## src/rtl/alu_sequencer.sv

```systemverilog
// rtl/alu_sequencer.sv - multi-cycle fetch/decode/execute/writeback control for the 8-bit RISC core
// Define OVF_TRAP_EN to stop in TRAP on ADD/SUB overflow instead of writing back.
module alu_sequencer #(
   parameter int                  PC_WIDTH = 8,
   parameter logic [PC_WIDTH-1:0] RESET_PC = '0
) (
   input  logic                i_clk,
   input  logic                i_rst,
   input  logic                i_start,
   output logic [PC_WIDTH-1:0] o_imem_addr,
   output logic                o_imem_req,
   input  logic                i_imem_ack,
   input  logic [7:0]          i_imem_data,
   output logic [2:0]          o_alu_ctrl,
   input  logic                i_alu_ovf,
   output logic [1:0]          o_rf_ra1,
   output logic [1:0]          o_rf_ra2,
   output logic [1:0]          o_rf_wa,
   output logic                o_rf_we,
   output logic                o_halted,
   output logic                o_ovf_flag,
   output logic                o_trap
);

   localparam logic [2:0] OP_ADD  = 3'b000;
   localparam logic [2:0] OP_SUB  = 3'b001;
   localparam logic [2:0] OP_NOP  = 3'b101;
   localparam logic [2:0] OP_HALT = 3'b111;

`ifdef OVF_TRAP_EN
   typedef enum logic [2:0] {
      S_IDLE, S_FETCH, S_DECODE, S_EXECUTE, S_WRITEBACK, S_HALT, S_TRAP
   } state_t;
`else
   typedef enum logic [2:0] {
      S_IDLE, S_FETCH, S_DECODE, S_EXECUTE, S_WRITEBACK, S_HALT
   } state_t;
`endif

   state_t              r_state;
   logic [PC_WIDTH-1:0] r_pc;
   logic [7:0]          r_ir;
   logic                r_imem_req;
   logic [2:0]          r_alu_ctrl;
   logic [1:0]          r_rf_ra1;
   logic [1:0]          r_rf_ra2;
   logic [1:0]          r_rf_wa;
   logic                r_rf_we;
   logic                r_halted;
   logic                r_ovf_flag;

   logic [2:0] w_op;
   logic       w_add_ovf;

   assign w_op      = r_ir[7:5];
   // Only ADD/SUB report signed overflow; the flag is meaningless for the logic/shift ops.
   assign w_add_ovf = ((w_op == OP_ADD) || (w_op == OP_SUB)) && i_alu_ovf;

`ifdef OVF_TRAP_EN
   logic r_trap;
`endif

   always_ff @(posedge i_clk or posedge i_rst) begin
      if (i_rst) begin
         r_state    <= S_IDLE;
         r_pc       <= RESET_PC;
         r_ir       <= 8'h00;
         r_imem_req <= 1'b0;
         r_alu_ctrl <= 3'b000;
         r_rf_ra1   <= 2'b00;
         r_rf_ra2   <= 2'b00;
         r_rf_wa    <= 2'b00;
         r_rf_we    <= 1'b0;
         r_halted   <= 1'b0;
         r_ovf_flag <= 1'b0;
`ifdef OVF_TRAP_EN
         r_trap     <= 1'b0;
`endif
      end else begin
         case (r_state)
            S_IDLE: begin
               if (i_start) begin
                  r_state    <= S_FETCH;
                  r_imem_req <= 1'b1;
               end
            end
            S_FETCH: begin
               if (i_imem_ack) begin
                  r_ir       <= i_imem_data;
                  r_imem_req <= 1'b0;
                  r_state    <= S_DECODE;
               end
            end
            S_DECODE: begin
               r_rf_ra1 <= r_ir[4:3];
               r_rf_wa  <= r_ir[4:3];
               r_rf_ra2 <= r_ir[2:1];
               case (w_op)
                  OP_HALT: begin
                     r_alu_ctrl <= 3'b000;
                     r_halted   <= 1'b1;
                     r_state    <= S_HALT;
                  end
                  OP_NOP: begin
                     r_alu_ctrl <= 3'b000;
                     r_state    <= S_WRITEBACK;
                  end
                  default: begin
                     r_alu_ctrl <= w_op;
                     r_state    <= S_EXECUTE;
                  end
               endcase
            end
            S_EXECUTE: begin
               if (w_add_ovf) begin
                  r_ovf_flag <= 1'b1;
               end
`ifdef OVF_TRAP_EN
               if (w_add_ovf) begin
                  r_trap   <= 1'b1;
                  r_halted <= 1'b1;
                  r_state  <= S_TRAP;
               end else begin
                  r_rf_we <= 1'b1;
                  r_state <= S_WRITEBACK;
               end
`else
               r_rf_we <= 1'b1;
               r_state <= S_WRITEBACK;
`endif
            end
            S_WRITEBACK: begin
               r_rf_we    <= 1'b0;
               r_pc       <= r_pc + PC_WIDTH'(1);
               r_imem_req <= 1'b1;
               r_state    <= S_FETCH;
            end
            S_HALT: begin
               r_state <= S_HALT;
            end
`ifdef OVF_TRAP_EN
            S_TRAP: begin
               r_state <= S_TRAP;
            end
`endif
            default: begin
               r_state <= S_IDLE;
            end
         endcase
      end
   end

   assign o_imem_addr = r_pc;
   assign o_imem_req  = r_imem_req;
   assign o_alu_ctrl  = r_alu_ctrl;
   assign o_rf_ra1    = r_rf_ra1;
   assign o_rf_ra2    = r_rf_ra2;
   assign o_rf_wa     = r_rf_wa;
   assign o_rf_we     = r_rf_we;
   assign o_halted    = r_halted;
   assign o_ovf_flag  = r_ovf_flag;
`ifdef OVF_TRAP_EN
   assign o_trap      = r_trap;
`else
   assign o_trap      = 1'b0;
`endif

endmodule

```

## config.mk

```make
export PLATFORM = sky130hd
export DESIGN_NAME = alu_sequencer
export DESIGN_NICKNAME = d
export VERILOG_FILES = /design/src/rtl/alu_sequencer.sv
export SDC_FILE = /design/constraint.sdc
export NUM_CORES = 1
export LEC_CHECK = 0
export ABC_AREA = 1
export BUFFER_PORTS_ARGS = -buffer_cell sky130_fd_sc_hd__buf_2
export CORE_ASPECT_RATIO = 0.5
export CORE_MARGIN = 1
export CORE_UTILIZATION = 45
export CTS_BUF_LIST = sky130_fd_sc_hd__clkbuf_2 sky130_fd_sc_hd__clkbuf_4 sky130_fd_sc_hd__clkbuf_8
export DETAILED_ROUTE_END_ITERATION = 7
export GPL_TIMING_DRIVEN = 0
export PLACE_DENSITY = 0.73
export SYNTH_ARGS = -nofsm -noshare
export SYNTH_HDL_FRONTEND = slang
export SYNTH_SLANG_ARGS = --single-unit
```

## constraint.sdc

```tcl
create_clock -name i_clk -period 1.1 [get_ports i_clk]
set_input_delay 0.11 -clock i_clk [delete_from_list [all_inputs] [get_ports i_clk]]
set_output_delay 0.11 -clock i_clk [all_outputs]
set_load 0.01 [all_outputs]
```

* Word level (Yosys, flattened, before mapping)
Cells that the tools add are included.
** Word-level totals
- Output and inout port bits :: 22
- Flip-flop bits (word level) :: 30
- Bits of input ports :: 13
** Operators by class
- Muxes and demuxes :: 9
- Add/subtract/negate cells :: 1
- Reduce and logical (&&, ||, !) cells :: 12
- Equal/unequal tests :: 10
** Operators by type and width (count)
- $pmux W3 S6 :: 1
- $eq A3 B3 Y1 const B :: 4
- $mux W3 :: 3
- $add A8 B1 Y8 const B :: 1
- $reduce_and A2 Y1 :: 4
- $eq A3 B1 Y1 const B :: 2
- $eq A3 B2 Y1 const B :: 2
- $logic_not A3 Y1 :: 2
- $pmux W3 S2 :: 1
- $ne A2 B2 Y1 const B :: 2
- $pmux W1 S3 :: 1
- $reduce_and A3 Y1 :: 1
- $reduce_bool A3 Y1 :: 1
- $mux W1 :: 2
- $pmux W1 S2 :: 1
- $reduce_bool A2 Y1 :: 1
- $reduce_or A2 Y1 :: 1
- $logic_and A1 B1 Y1 :: 1
- $logic_or A1 B1 Y1 :: 1

* Longest topological paths before layout
- Depth in word-level cells :: 4
- Mapped depth :: 7

* Worst setup path before layout
OpenSTA, ideal clock, no wires.
- Kind :: reg2reg
- Start :: register r_state[0]
- End :: register r_imem_req (netlist: o_imem_req)
- Setup time :: 123 ps
- Clock period less this slack :: 1164 ps
- Path slack :: -64 ps
- Data arrival time :: 1041 ps
- Cell stages (with the launch flop) :: 6
- Required time :: 977 ps
- Cells stage by stage :: dfrtp_1 -> or2_2 -> o21ai_0 -> nand2_1 -> nand2_1 -> nand2_1
** On the way
- Longest elaborated chain between the ends :: 3
** RTL lines
- start: declaration :: RTL line 40 : state_t r_state;
- start signal: assignment :: RTL line 65 : r_state <= S_IDLE;
- start signal: assignment :: RTL line 83 : r_state <= S_FETCH;
- start signal: assignment :: RTL line 91 : r_state <= S_DECODE;
- $eq A3 B1 Y1 (tied with other cells) :: RTL line 80 : case (r_state)
- $ne A2 B2 Y1 (no source line) / $reduce_bool A3 Y1 (equally long branches)
- $reduce_and A3 Y1 (no source line)
- end signal: assignment :: RTL line 68 : r_imem_req <= 1'b0;
- end signal: assignment :: RTL line 84 : r_imem_req <= 1'b1;
- end signal: assignment :: RTL line 90 : r_imem_req <= 1'b0;
- end: declaration :: RTL line 43 : logic r_imem_req;
Several ways; a longest one is shown, not always the timed one.
A chain may end at the register's enable or synchronous reset.

* Worst setup path after layout
- Start :: register r_state[0]
- End :: register r_rf_ra2[1] (netlist: o_rf_ra2[1])
** On the way
- Longest elaborated chain between the ends :: 1
** RTL lines
- $eq A3 B2 Y1 :: RTL line 80
- end signal: assignment :: RTL line 97 : r_rf_ra2 <= r_ir[2:1];
- end: declaration :: RTL line 46 : logic [1:0] r_rf_ra2;
No other way between the ends.

==> flow_summary.json <==
{
  "status": "finished, violations left",
  "failed_checks": "setup timing",
  "place_inst": 230,
  "io_buffers": 32,
  "arrival_ns": 1.36,
  "fill_cells": 201,
  "endpoint_kind": "flip-flop",
  "setup_viol": 23,
  "tightest_slew_ns": 1.09,
  "post-place-ws_ns": -0.158,
  "relSlewSlack": 0.270,
  "synth_nets": 175,
  "core_area_sq_um": 2750,
  "die_w_um": 80.3,
  "grt_pass1_vias": 1025,
  "critical_path_peak_fanout": 8,
  "worst_setup_path_start_kind": "flip-flop",
  "worst_slack_ns": -0.102,
  "ys_ff_latch": 29,
  "ioPinCount": 35,
  "leakage_nw": 1.03,
  "via_count": 1210,
  "via_per_inst": 4.78,
  "holdBufCountCts": 0,
  "antenna_found_initial": 0,
  "wl_per_cell_um": 12.5,
  "synthesis.area_sq_um": 1380,
  "max_cap_viol_count": 0,
  "htreeDepth": 2,
  "drt-total-wl_um": 3160,
  "synth-edff-count": 0,
  "crit_slowest_cell": "dfrtp_2",
  "synth-async-reset-ratio": 1.00,
  "yosys-top-cells-count": "54 x nand2_1, 29 x dfrtp_1, 18 x inv_1",
  "synthTopCellsByArea": "dfrtp_1 53%, nand2_1 15%, inv_1 4.9%",
  "power_w": 0.00505,
  "yosys_warnings": 0,
  "path_class": "flip-flop to flip-flop",
  "ant_nets": 0,
  "seq_area_sq_um": 732,
  "die_y_um": 41.1,
  "synth-seq-area-share": 0.526,
  "finalNetCount": 229,
  "grt_usage": 0.203,
  "worstPathRequired_ns": 1.26,
  "cts_sinks": 29,
  "dp_hpwl_um": 1880,
  "fp-row-count": 13,
  "slew_viol_final": 0,
  "grt_max_degree": 30,
  "power.density_nw_per_um2": 2600,
  "clock_skew_ns": 0.00416,
  "cts_tree": "done",
  "clock_latency_ns": 0.28,
  "cts-root-buf": "clkbuf_8",
  "ir_drop_v": 0.00121,
  "fin_util": 0.708,
  "clkTransAtPathRegs_ns": 0.06,
  "fin_crit_sh": 1.09,
  "start_util": 0.502,
  "drive_gt1_frac": 0.481,
  "synth_ff_type": "dfrtp_1",
  "dr.pass1.iters": 4,
  "synth.largest_area_cell": "dfrtp_1",
  "fin_cells": 253,
  "setup_tns_ns": -1.08,
  "grt_overflow_total": 0,
  "syn-instance-count": 161,
  "hp-class": "input port to flip-flop",
  "final_hold_viol_count": 0,
  "drc": 0,
  "antenna_cells": 0,
  "clk_path_buf_depth": 2,
  "slowest_delay_ns": 0.47,
  "cts_buffers": 5,
  "dieArea_sq_um": 3300,
  "grt_pass1_wl_um": 4490,
  "yosysMostFrequentCell": "nand2_1",
  "area_growth_pct": 41.1,
  "fmax_mhz": 832,
  "synth_top_cell_area_share": 0.526,
  "syn_avg_cell_area_sq_um": 8.56,
  "path_cells": "nor3_4, inv_2, nand2_1, o21ai_1",
  "period_needed_ns": 1.20,
  "synth_cell_types": 26,
  "place.gp.congestion": 0.748,
  "drtIter0Drc": 45,
  "rsz0062_at_grt": "yes",
  "multi_input_area_sq_um": 654
}
## worst paths after layout
path / slack, ns / endpoint / cells past startpoint / from
max reg2reg: -0.10 / o_rf_ra2[1]$_DFFE_PP0P_ / 4 / r_state[0]$_DFFE_PP0P_
min: 0.07 / r_ir[5]$_DFFE_PP0P_ / 3 / i_imem_data[5]
max in group asynchronous: 0.26 / o_imem_addr[3]$_DFFE_PP0N_ / 2 / i_rst
min reg2reg: 0.47 / o_rf_ra2[0]$_DFFE_PP0P_ / 2 / o_rf_ra2[0]$_DFFE_PP0P_
max: -0.10 / o_rf_ra2[1]$_DFFE_PP0P_ / 4 / r_state[0]$_DFFE_PP0P_
min in group asynchronous: 0.10 / o_imem_addr[1]$_DFFE_PP0N_ / 2 / i_rst
## sequential cells by signal (all words and copies together), names as in the netlist
register,flops
o_rf_we,1
r_state,3
o_halted,1
o_rf_ra2,2
r_ir,7
o_alu_ctrl,3
o_imem_req,1
o_imem_addr,8
o_ovf_flag,1
o_rf_wa,2
## through the flow
stage	hold WS, ns	area (sq um)
after floorplan	0.188	1390
after global routing	0.0728	1950
after CTS	0.0606	1790
after global placement	0.347	1600
after detailed placement	0.350	1600
final	0.0658	1950
## power breakdown
| part | internal, W | switching, W |
|---|---|---|
| clock network | 0.000462 | 0.000412 |
| registers | 0.00150 | 0.000401 |
| logic | 0.00104 | 0.00124 |
| total | 0.00300 | 0.00205 |
## layout make-up
type | instances | area share
clock inverter | 2 | 0.00514
clock buffer | 6 | 0.0392
inverter | 22 | 0.0424
buffer | 4 | 0.0219
timing repair buffer | 47 | 0.155
sequential | 29 | 0.376
tap | 37 | 0.0238
multi-input combinational | 106 | 0.336
## worst max-delay path: cells and delay by family (launching register included)
kind	cells	cell delay (ns)
flops	1	0.47
buf+inv	1	0.13
compound gates	1	0.06
simple gates	2	0.42
## cell families (layout without fill, tap and decap cells)
logic type      count (synthesis)  after routing  share of synthesized area
simple gates                   83             83                      0.276
buf+inv                        26             81                     0.0844
fa+ha+maj                       1              1                    0.00907
xor+xnor                        3              3                     0.0191
other cells                     1              1                    0.00272
compound gates                 18             18                     0.0826
flops                          29             29                      0.526
## repair_timing
item                                    4_1_cts  5_1_grt
buffers inserted                              8        6
resized for setup                            12       27
gates cloned                                  0        1
pin swaps                                     7        9
endpoints found under the setup margin       23       29
## layout by cell type, fill, tap and decap left out, drive strengths merged
master  netlist  layout
nand3        10      10
nand4         1       1
a21oi         3       3
nor3          2       2
or2           1       1
o21ai        13      13
conb          1       1
xnor2         1       1
inv          22      22
xor2          2       2
dfrtp        29      29
nor2         12      12
nand2        57      57
ha            1       1
clkinv        0       2
clkbuf        0       7
buf           4      50
o21bai        2       2
## routing by layer
metal	global-route usage	vias to the layer above	wire length [um]
li1	-	608	-
met1	0.218	560	1430
met2	0.361	34	1520
met4	0.147	0	77
met3	0.0689	8	133
met5	0	-	0
No activity file was read; power rests on OpenSTA's default activity.
